==> src/rtl/mcp3008_pkg.sv <==
// Shared types, sizes and the conversion-result helper for the MCP3008 SPI responder.
// Pure declarations; no logic lives here.
package mcp3008_pkg;
    localparam int RESULT_W = 10;
    localparam int NUM_CH   = 8;
    localparam int CMD_BITS = 4;
    localparam int CHSEL_W  = 3;

    typedef enum logic [2:0] {
        IDLE,
        WAIT_START,
        CMD,
        NULL_BIT,
        DATA,
        DONE
    } state_t;

    // Differential pairs are the even/odd neighbours; a negative difference reads as 0.
    function automatic logic [RESULT_W-1:0] calc_result(
        input logic [RESULT_W*NUM_CH-1:0] ch,
        input logic                       single,
        input logic [CHSEL_W-1:0]         sel
    );
        logic [RESULT_W-1:0] pos;
        logic [RESULT_W-1:0] neg;
        logic [RESULT_W:0]   diff;
        logic [CHSEL_W-1:0]  pair;
        pair = {sel[CHSEL_W-1:1], ~sel[0]};
        pos  = ch[int'(sel)*RESULT_W +: RESULT_W];
        neg  = ch[int'(pair)*RESULT_W +: RESULT_W];
        diff = {1'b0, pos} - {1'b0, neg};
        if (single)
            return pos;
        else if (diff[RESULT_W])
            return '0;
        else
            return diff[RESULT_W-1:0];
    endfunction
endpackage

==> src/rtl/mcp3008_spi_responder_sync_edge.sv <==
// Synchronizer: STAGES-deep flop chain with rise/fall pulses from a one-clk-delayed copy.
// Latency STAGES clks to level, +0 to the edge pulses; no backpressure.
module sync_edge #(
    parameter int   STAGES  = 2,
    parameter logic RST_VAL = 1'b0
) (
    input  logic clk,
    input  logic rst,
    input  logic sig,
    output logic level,
    output logic rise,
    output logic fall
);
    logic [STAGES-1:0] chain;
    logic              prev;

    always_ff @(posedge clk) begin
        if (rst) begin
            chain <= {STAGES{RST_VAL}};
            prev  <= RST_VAL;
        end else begin
            chain <= {chain[STAGES-2:0], sig};
            prev  <= chain[STAGES-1];
        end
    end

    assign level = chain[STAGES-1];
    assign rise  = level & ~prev;
    assign fall  = ~level & prev;
endmodule

==> src/rtl/mcp3008_spi_responder.sv <==
// MCP3008-compatible SPI responder (mode 0,0): decodes start/SGL/D2..D0, returns a 10-bit result.
// Inputs cross SYNC_STAGES flops; spi_dout updates one clk after a detected sclk fall. No backpressure.
module mcp3008_spi_responder
    import mcp3008_pkg::*;
#(
    parameter int SYNC_STAGES = 2
) (
    input  logic                       clk,
    input  logic                       rst,
    input  logic                       spi_cs_n,
    input  logic                       spi_clk,
    input  logic                       spi_din,
    output logic                       spi_dout,
    input  logic [RESULT_W*NUM_CH-1:0] ch_data,
    output logic                       cmd_valid,
    output logic                       cmd_single,
    output logic [CHSEL_W-1:0]         cmd_channel,
    output logic                       frame_error
);
    logic cs_lvl, cs_rise, cs_fall;
    logic sclk_lvl, sclk_rise, sclk_fall;
    logic din_lvl, din_rise, din_fall;
    logic unused_edges;

    sync_edge #(.STAGES(SYNC_STAGES), .RST_VAL(1'b1)) u_sync_cs (
        .clk(clk), .rst(rst), .sig(spi_cs_n), .level(cs_lvl), .rise(cs_rise), .fall(cs_fall));
    sync_edge #(.STAGES(SYNC_STAGES), .RST_VAL(1'b0)) u_sync_sclk (
        .clk(clk), .rst(rst), .sig(spi_clk), .level(sclk_lvl), .rise(sclk_rise), .fall(sclk_fall));
    sync_edge #(.STAGES(SYNC_STAGES), .RST_VAL(1'b0)) u_sync_din (
        .clk(clk), .rst(rst), .sig(spi_din), .level(din_lvl), .rise(din_rise), .fall(din_fall));

    assign unused_edges = &{cs_rise, cs_fall, sclk_lvl, din_rise, din_fall};

    state_t              state, state_nx;
    logic [3:0]          cnt, cnt_nx;
    logic [RESULT_W-1:0] shreg, shreg_nx;
    logic                dout_nx, cmd_valid_nx, cmd_single_nx, frame_error_nx;
    logic [CHSEL_W-1:0]  cmd_channel_nx;
    logic                armed, armed_nx;
    logic [2:0]          settle_cnt;
    logic                settled;

    // The cs_n synchronizer reads high out of reset regardless of the pin, so only
    // trust it as "master released cs" once the chain has flushed.
    assign settled = (settle_cnt == 3'(SYNC_STAGES));

    always_comb begin
        state_nx       = state;
        cnt_nx         = cnt;
        shreg_nx       = shreg;
        dout_nx        = spi_dout;
        cmd_valid_nx   = 1'b0;
        cmd_single_nx  = cmd_single;
        cmd_channel_nx = cmd_channel;
        frame_error_nx = 1'b0;
        armed_nx       = armed | (settled & cs_lvl);

        if (cs_lvl) begin
            state_nx       = IDLE;
            cnt_nx         = '0;
            dout_nx        = 1'b0;
            frame_error_nx = state inside {CMD, NULL_BIT, DATA};
        end else begin
            case (state)
                IDLE: begin
                    if (armed)
                        state_nx = WAIT_START;
                end
                WAIT_START: begin
                    if (sclk_rise && din_lvl) begin
                        state_nx = CMD;
                        cnt_nx   = '0;
                    end
                end
                CMD: begin
                    if (sclk_rise) begin
                        shreg_nx = {shreg[RESULT_W-2:0], din_lvl};
                        cnt_nx   = cnt + 4'd1;
                        if (cnt == 4'(CMD_BITS - 1)) begin
                            cmd_valid_nx   = 1'b1;
                            cmd_single_nx  = shreg[2];
                            cmd_channel_nx = {shreg[1:0], din_lvl};
                            state_nx       = NULL_BIT;
                        end
                    end
                end
                NULL_BIT: begin
                    if (sclk_fall) begin
                        shreg_nx = calc_result(ch_data, cmd_single, cmd_channel);
                        dout_nx  = 1'b0;
                        cnt_nx   = '0;
                        state_nx = DATA;
                    end
                end
                DATA: begin
                    if (sclk_fall) begin
                        if (cnt == 4'(RESULT_W)) begin
                            dout_nx  = 1'b0;
                            state_nx = DONE;
                        end else begin
                            dout_nx  = shreg[RESULT_W-1];
                            shreg_nx = {shreg[RESULT_W-2:0], 1'b0};
                            cnt_nx   = cnt + 4'd1;
                        end
                    end
                end
                DONE:    dout_nx  = 1'b0;
                default: state_nx = IDLE;
            endcase
        end
    end

    always_ff @(posedge clk) begin
        if (rst) begin
            state       <= IDLE;
            cnt         <= '0;
            shreg       <= '0;
            spi_dout    <= 1'b0;
            cmd_valid   <= 1'b0;
            cmd_single  <= 1'b0;
            cmd_channel <= '0;
            frame_error <= 1'b0;
            armed       <= 1'b0;
            settle_cnt  <= '0;
        end else begin
            state       <= state_nx;
            cnt         <= cnt_nx;
            shreg       <= shreg_nx;
            spi_dout    <= dout_nx;
            cmd_valid   <= cmd_valid_nx;
            cmd_single  <= cmd_single_nx;
            cmd_channel <= cmd_channel_nx;
            frame_error <= frame_error_nx;
            armed       <= armed_nx;
            if (!settled)
                settle_cnt <= settle_cnt + 3'd1;
        end
    end
endmodule
==> config.mk <==
export PLATFORM = sky130hd
export DESIGN_NAME = mcp3008_spi_responder
export DESIGN_NICKNAME = d
export VERILOG_FILES = /design/src/rtl/mcp3008_pkg.sv /design/src/rtl/mcp3008_spi_responder_sync_edge.sv /design/src/rtl/mcp3008_spi_responder.sv
export SDC_FILE = /design/constraint.sdc
export NUM_CORES = 1
export LEC_CHECK = 0
export BUFFER_PORTS_ARGS = -buffer_cell sky130_fd_sc_hd__buf_4
export CAP_MARGIN = 10
export CORE_ASPECT_RATIO = 1.2
export CORE_UTILIZATION = 51
export DETAILED_ROUTE_END_ITERATION = 8
export PLACE_DENSITY = 0.81
export SLEW_MARGIN = 15
export SYNTH_ARGS = -nofsm -noshare
export SYNTH_HDL_FRONTEND = slang
export SYNTH_SLANG_ARGS = --single-unit
export TNS_END_PERCENT = 1
==> constraint.sdc <==
create_clock -name clk -period 4.4 [get_ports clk]
set_clock_uncertainty 0.1 [all_clocks]
set_input_delay 0 -clock clk [delete_from_list [all_inputs] [get_ports clk]]
set_output_delay 0 -clock clk [all_outputs]
set_load 0.02 [all_outputs]
==> metrics, run 1 <==
Max Root-Sink Buffers=2; power density cells=approximately 220 nW/µm²; Least-Margin Pin Slew=roughly 0.88 ns; Post-synth EDFFs=0; Hold Crit Class=input port to flip-flop; Synth Cell Area=between 2000 and 3000 µm²; die height=between 80 and 90 µm; initial antenna violation count=0; top cells by count, synth=dfxtp_1, nor2_1, mux4_2; Hold Path Sink=shreg[4]; Finished Cell Area=3660 µm²; Hold Slack=between 0.3 and 0.4 ns; FILL cells=~400; dpl cell area=around 3500 µm²; peak fanout along the critical path=9; share of cells above drive strength 1=37.6%; YS warnings=0; setup bufs post-CTS=0; final net count=between 400 and 500; Placer Congestion=around 1; maximum vdd drop=around 0.00015 V; outcome=finished clean; pre-CTS setup slack=approximately 0.63 ns; # clock sinks=35; DRT Pass-1 Iters=4; CP arrival=3.86 ns; syn_area_per_cell=about 9.7 µm²; Synth Register Bits=35; DRC Markers=0; Initial Util=a little over half; CTS tree=done; final hold vios=0; worst skew pair latency=a little under 0.3 ns; nature of the critical path startpoint=flip-flop; I/O pin count=92; max cap viols=0; width of the die=between 60 and 70 µm; RSZ-0062 raised after global routing=false; clock-pin slew on the worst setup and hold paths=0.08 ns; Netlist cell types=between 60 and 70; PortBufs=between 90 and 100; leading area contributor after synthesis=dfxtp_1; number of diodes=0; Area contributors post-synth=dfxtp_1, mux4_2, ha_1; largest net degree at the start of global routing=20; Yosys top cell area share=around a quarter; predominant post-synthesis flop cell=dfxtp_1; First DRT Iteration DRCs=103; CTS root buffer=clkbuf_8; antenna-violating nets left=0; HP Start=ch_data[4]; WS Path Type=flip-flop to flip-flop; via count=around 2700; post-layout min period=roughly 3.8 ns; max-slew violations=0; vias in the first global route=2756; count leader, synth=dfxtp_1; FF-to-FF path depth=11; Routed Wire Length=7.15 mm; Reg-to-Reg End=shreg[3]; Post-DP HPWL=around 5.6 mm; GRT Util Overall=between 20% and 30%; core footprint=approximately 5300 µm²; Via density=6.00; Area Growth Syn to Fin=31.8%; Net Count, Synth=a little under 400; die area=5750 µm²; Rows=29; Worst Hold Depth=5; R2R Setup Slk=~0.6 ns; grt total ovfl=0; setup violators final=0; Final Total Pwr=roughly 0.82 mW; multi-input logic area=between 1500 and 2000 µm²; global-route wire length before repair=roughly 12 mm; utilization after layout=a little over two thirds; synthesized instance count=between 200 and 300; Final Cycle Share=86.3%; routed len/inst=16.1 µm; Reg2Reg Launch Point=cmd_channel[1]; final std cells w/o fill=about 450; share of synthesized flip-flops with an asynchronous set or reset=0%; DP Cell Count=between 400 and 500; setup ws final=0.602 ns; crit end category=flip-flop; # H-tree levels=2; sequential fraction of the synthesis area=about 25%; Lkg Pwr=1.50 nW; CP required=approximately 4.5 ns; relative slew slack=roughly two fifths; Max Freq=263 MHz; clock buffer count from CTS=5; register area=approximately 700 µm²; Setup TNS=0 ns
## kinds of logic (layout without fill, tap and decap cells)
group	Yosys count	after routing	synth area share, %
compound gates	73	73	18.4
flops	35	35	25.2
fa+ha+maj	15	15	7.02
simple gates	85	85	16.1
xor+xnor	10	10	3.15
buf+inv	23	118	3.65
mux	47	47	26.5
## critical path, stage by stage (launching register included)
cell and delay, ns:
dfxtp_1 0.64, mux4_2 0.58, mux2i_1 0.24, ha_1 0.23
inv_1 0.06, fa_1 0.42, a21oi_1 0.27, o2111ai_1 0.22
a31o_2 0.32, and2_1 0.21, a221oi_1 0.27, o21ai_1 0.11
## cell usage in the layout (no fill, tap or decap), types with 2 or more instances in the layout
cell           instances
a211oi_1               2
a21oi_1               15
a221oi_1               4
a22o_1                 4
and3_1                 3
buf_4                 94
clkbuf_8               6
dfxtp_1               35
dlygate4sd3_1          7
ha_1                  14
inv_1                  9
mux2_2                10
mux2i_1               17
mux4_2                19
nand2_1               18
nand2b_1               2
nand3_1                4
nand3b_1               2
nor2_1                28
nor2b_1                8
nor3_1                 4
o2111ai_1              2
o211a_1                2
o211ai_1               2
o21a_1                 4
o21ai_0                6
o21ai_1               13
o31ai_1                3
or2_2                  2
or3_1                  3
xnor2_1                4
xor2_1                 6
## how the worst max path moves through the flow
| stage | start | to | slack (ns) |
|---|---|---|---|
| after floorplan | cmd_channel[1] | shreg[9] | 0.95 |
| after global placement | cmd_channel[1] | shreg[7] | 0.79 |
| after detailed placement | cmd_channel[1] | shreg[3] | 0.63 |
| after CTS | cmd_channel[1] | shreg[3] | 0.61 |
| after global routing | cmd_channel[1] | shreg[4] | 0.32 |
| final | cmd_channel[1] | shreg[3] | 0.60 |
## layout make-up
cell class	count	area share [%]
clock buffer	6	2.25
clock inverter	2	0.444
tap	62	2.12
timing repair buffer	101	21.2
inverter	9	0.922
multi-input combinational	230	54.0
sequential	35	19.1
## registers in the layout (all words and copies together) (netlist names), 2 cells and up
signal and flops:
shreg 10, u_sync_sclk.chain 2, u_sync_cs.chain 2, settle_cnt 3, cnt 4, state 3
cmd_channel 3, u_sync_din.chain 2
## report_power, final
part,internal [mW],switching (mW)
combinational,0.129,0.0932
sequential,0.333,0.0124
clock,0.128,0.122
## timing repair
| action | 4_1_cts | 5_1_grt |
|---|---|---|
| endpoints found under the hold margin | 17 | 0 |
| gates resized for setup | 0 | 0 |
| hold buffers | 7 | 0 |
## routing by layer
metal / up-vias / global-route usage [%] / share of wire [%]
met5: - / 0 / 0
met4: 0 / 9.46 / 2.6
met3: 22 / 4.25 / 4.8
met2: 102 / 47.8 / 53
met1: 1268 / 28.7 / 39
li1: 1280 / - / -
Note: power is estimated with default switching activity, not from simulation.
==> run 2: changes to the inputs <==
- CORE_ASPECT_RATIO: 1.2 -> 2
- CORE_UTILIZATION: 51 -> 40
- PLACE_DENSITY: 0.81 -> 0.66
- RECOVER_POWER: unset -> 100
==> metrics, run 2 (synthesis results as in run 1) <==
outcome=finished clean; post_cts resized=0 (unchanged); Reg2Reg Launch Point=cmd_channel[1]; leading cell type in the layout, fill and taps excluded=buf_4; clock buffer count from CTS=5 (unchanged); max cap viols=0 (unchanged); worst skew pair latency=0.29 ns (about the same); Rows=42 (+45%); # clock sinks=35 (unchanged); CTS root buffer=clkbuf_16; Final Cycle Share=88.9% (+2.6 points); Max Freq=256 MHz (-3.0%); clock group share of total power=39.3% (+8.7 points); DRC Markers=0 (unchanged); crit end category=flip-flop; initial antenna violation count=0 (unchanged); Area Growth Syn to Fin=33.6%; PortBufs=91 (unchanged); commonest non-fill, non-tap cells in the layout=buf_4, dfxtp_1, nor2_1; Hold Crit Class=input port to flip-flop; nature of the critical path startpoint=flip-flop; max reg flops=10 (unchanged); GRT Util Overall=22.6% (-3.0 points); grt total ovfl=0 (unchanged); dpl cell area=3540 µm² (+1.1%); maximum vdd drop=0.000135 V (-12%); peak fanout along the critical path=9 (unchanged); Setup TNS=0 ns (unchanged); # H-tree levels=2 (unchanged); First DRT Iteration DRCs=54 (-48%); Top reg by flops=shreg; largest registers=shreg x10, cnt x4; Via density=5.68 (-5.4%); Initial Util=41.7% (-11 points); Internal Power=0.687 mW (+17%); number of diodes=0 (unchanged); Lkg Pwr=1.49 nW (-0.67%); power density cells=253 nW/µm² (+13%); setup violators final=0 (unchanged); routed len/inst=16.1 µm (about the same); final std cells w/o fill=472 (+6.1%); core footprint=6670 µm² (+27%); antenna-violating nets left=0 (unchanged); WS Path Type=flip-flop to flip-flop; final hold vios=0 (unchanged); utilization after layout=55.7% (-14 points); combinational power share=23.7% (-3.4 points); Switching Fraction=26.8% (-1.1 points); vias in the first global route=2862 (+3.8%); Placer Congestion=0.912 (-7.3%); Psw=0.252 mW (+11%); sequential fraction of design power=36.9% (-5.4 points); Finished Cell Area=3710 µm² (+1.4%); die area=7310 µm² (+27%); CP arrival=3.97 ns (+0.11 ns); RSZ-0062 raised after global routing=false; Max Root-Sink Buffers=2 (unchanged); max-slew violations=0 (unchanged); clock-pin slew on the worst setup and hold paths=0.06 ns (-0.02 ns); DRT Pass-1 Iters=4 (unchanged); final net count=483 (+0.21%); Final Total Pwr=0.939 mW (+15%); share of cells above drive strength 1=34.6% (-3.0 points); Least-Margin Pin Slew=0.892 ns (+0.0161 ns); FILL cells=657 (+64%); relative slew slack=40.3% (-1.1 points); via count=2680 (+0.30%); CTS tree=done; die height=120 µm (+45%); largest net degree at the start of global routing=20 (unchanged); HP Start=ch_data[53]; Routed Wire Length=7.59 mm (+6.1%); global-route wire length before repair=12.2 mm (+1.5%); Post-DP HPWL=6.25 mm (+11%); post-layout min period=3.91 ns (+0.116 ns); width of the die=61.0 µm (-12%); CP required=4.46 ns (about the same); DP Cell Count=457 (+6.3%); I/O pin count=92 (unchanged); Crit. Startpoint=cmd_channel[1]
==> run 2: area by class of cell <==
type                            count  area [µm²]  area share, %
Multi-Input combinational cell    230        1960           52.8
Timing Repair Buffer              102         753           20.3
Sequential cell                    35         701           18.9
Clock buffer                        6         139           3.74
Tap cell                           88         110           2.96
Inverter                            9        33.8          0.909
Clock inverter                      2        16.3          0.438
==> run 2: path summary, 6_finish.rpt <==
check / slack, ns / depth (start not counted) / end
setup reg to reg: 0.49 / 11 / shreg[2]
hold / removal: 0.31 / 5 / shreg[3]
setup / recovery: 0.49 / 11 / shreg[2]
hold reg to reg: 0.31 / 1 / u_sync_cs.chain[1]
==> run 2: critical path: stages, from the launching register on <==
cell and delay (ns):
dfxtp_1 0.62, mux4_2 0.58, mux2i_1 0.25, ha_1 0.24, inv_1 0.06, fa_1 0.39, a21oi_1 0.23, o2111ai_1 0.25
a31o_2 0.34, and2_0 0.26, a221oi_1 0.30, o21ai_0 0.15
==> run 2: per-layer routing <==
layer | up-vias | GRT usage [%] | wire [µm]
met5 | - | 0 | 0
met3 | 25 | 2.69 | 317
li1 | 1283 | - | -
met2 | 104 | 44.0 | 4480
met1 | 1268 | 20.0 | 2450
met4 | 0 | 13.6 | 341
==> run 2: power groups by stage <==
stage / combinational [mW] / clock (mW) / sequential (mW)
6_report: 0.223 / 0.369 / 0.347
5_1_grt: 0.244 / 0.382 / 0.349
4_1_cts: 0.224 / 0.371 / 0.348
3_5_place_dp: 0.218 / 0 / 0.355
3_3_place_gp: 0.213 / 0 / 0.353
2_1_floorplan: 0.133 / 0 / 0.349
==> run 2: what timing repair did <==
| item | CTS | global route |
|---|---|---|
| setup buffers | 0 | 0 |
| hold buffers | 7 | 0 |
| endpoints found under the hold margin | 17 | 0 |
==> run 2: stage by stage <==
| step | worst slack (ns) | hold slack, ns |
|---|---|---|
| final | 0.486 | 0.309 |
| after global routing | 0.216 | 0.339 |
| after CTS | 0.522 | 0.312 |
| after global placement | 0.646 | 0.0853 |
| after floorplan | 0.953 | 0.00381 |
| after detailed placement | 0.550 | 0.0878 |
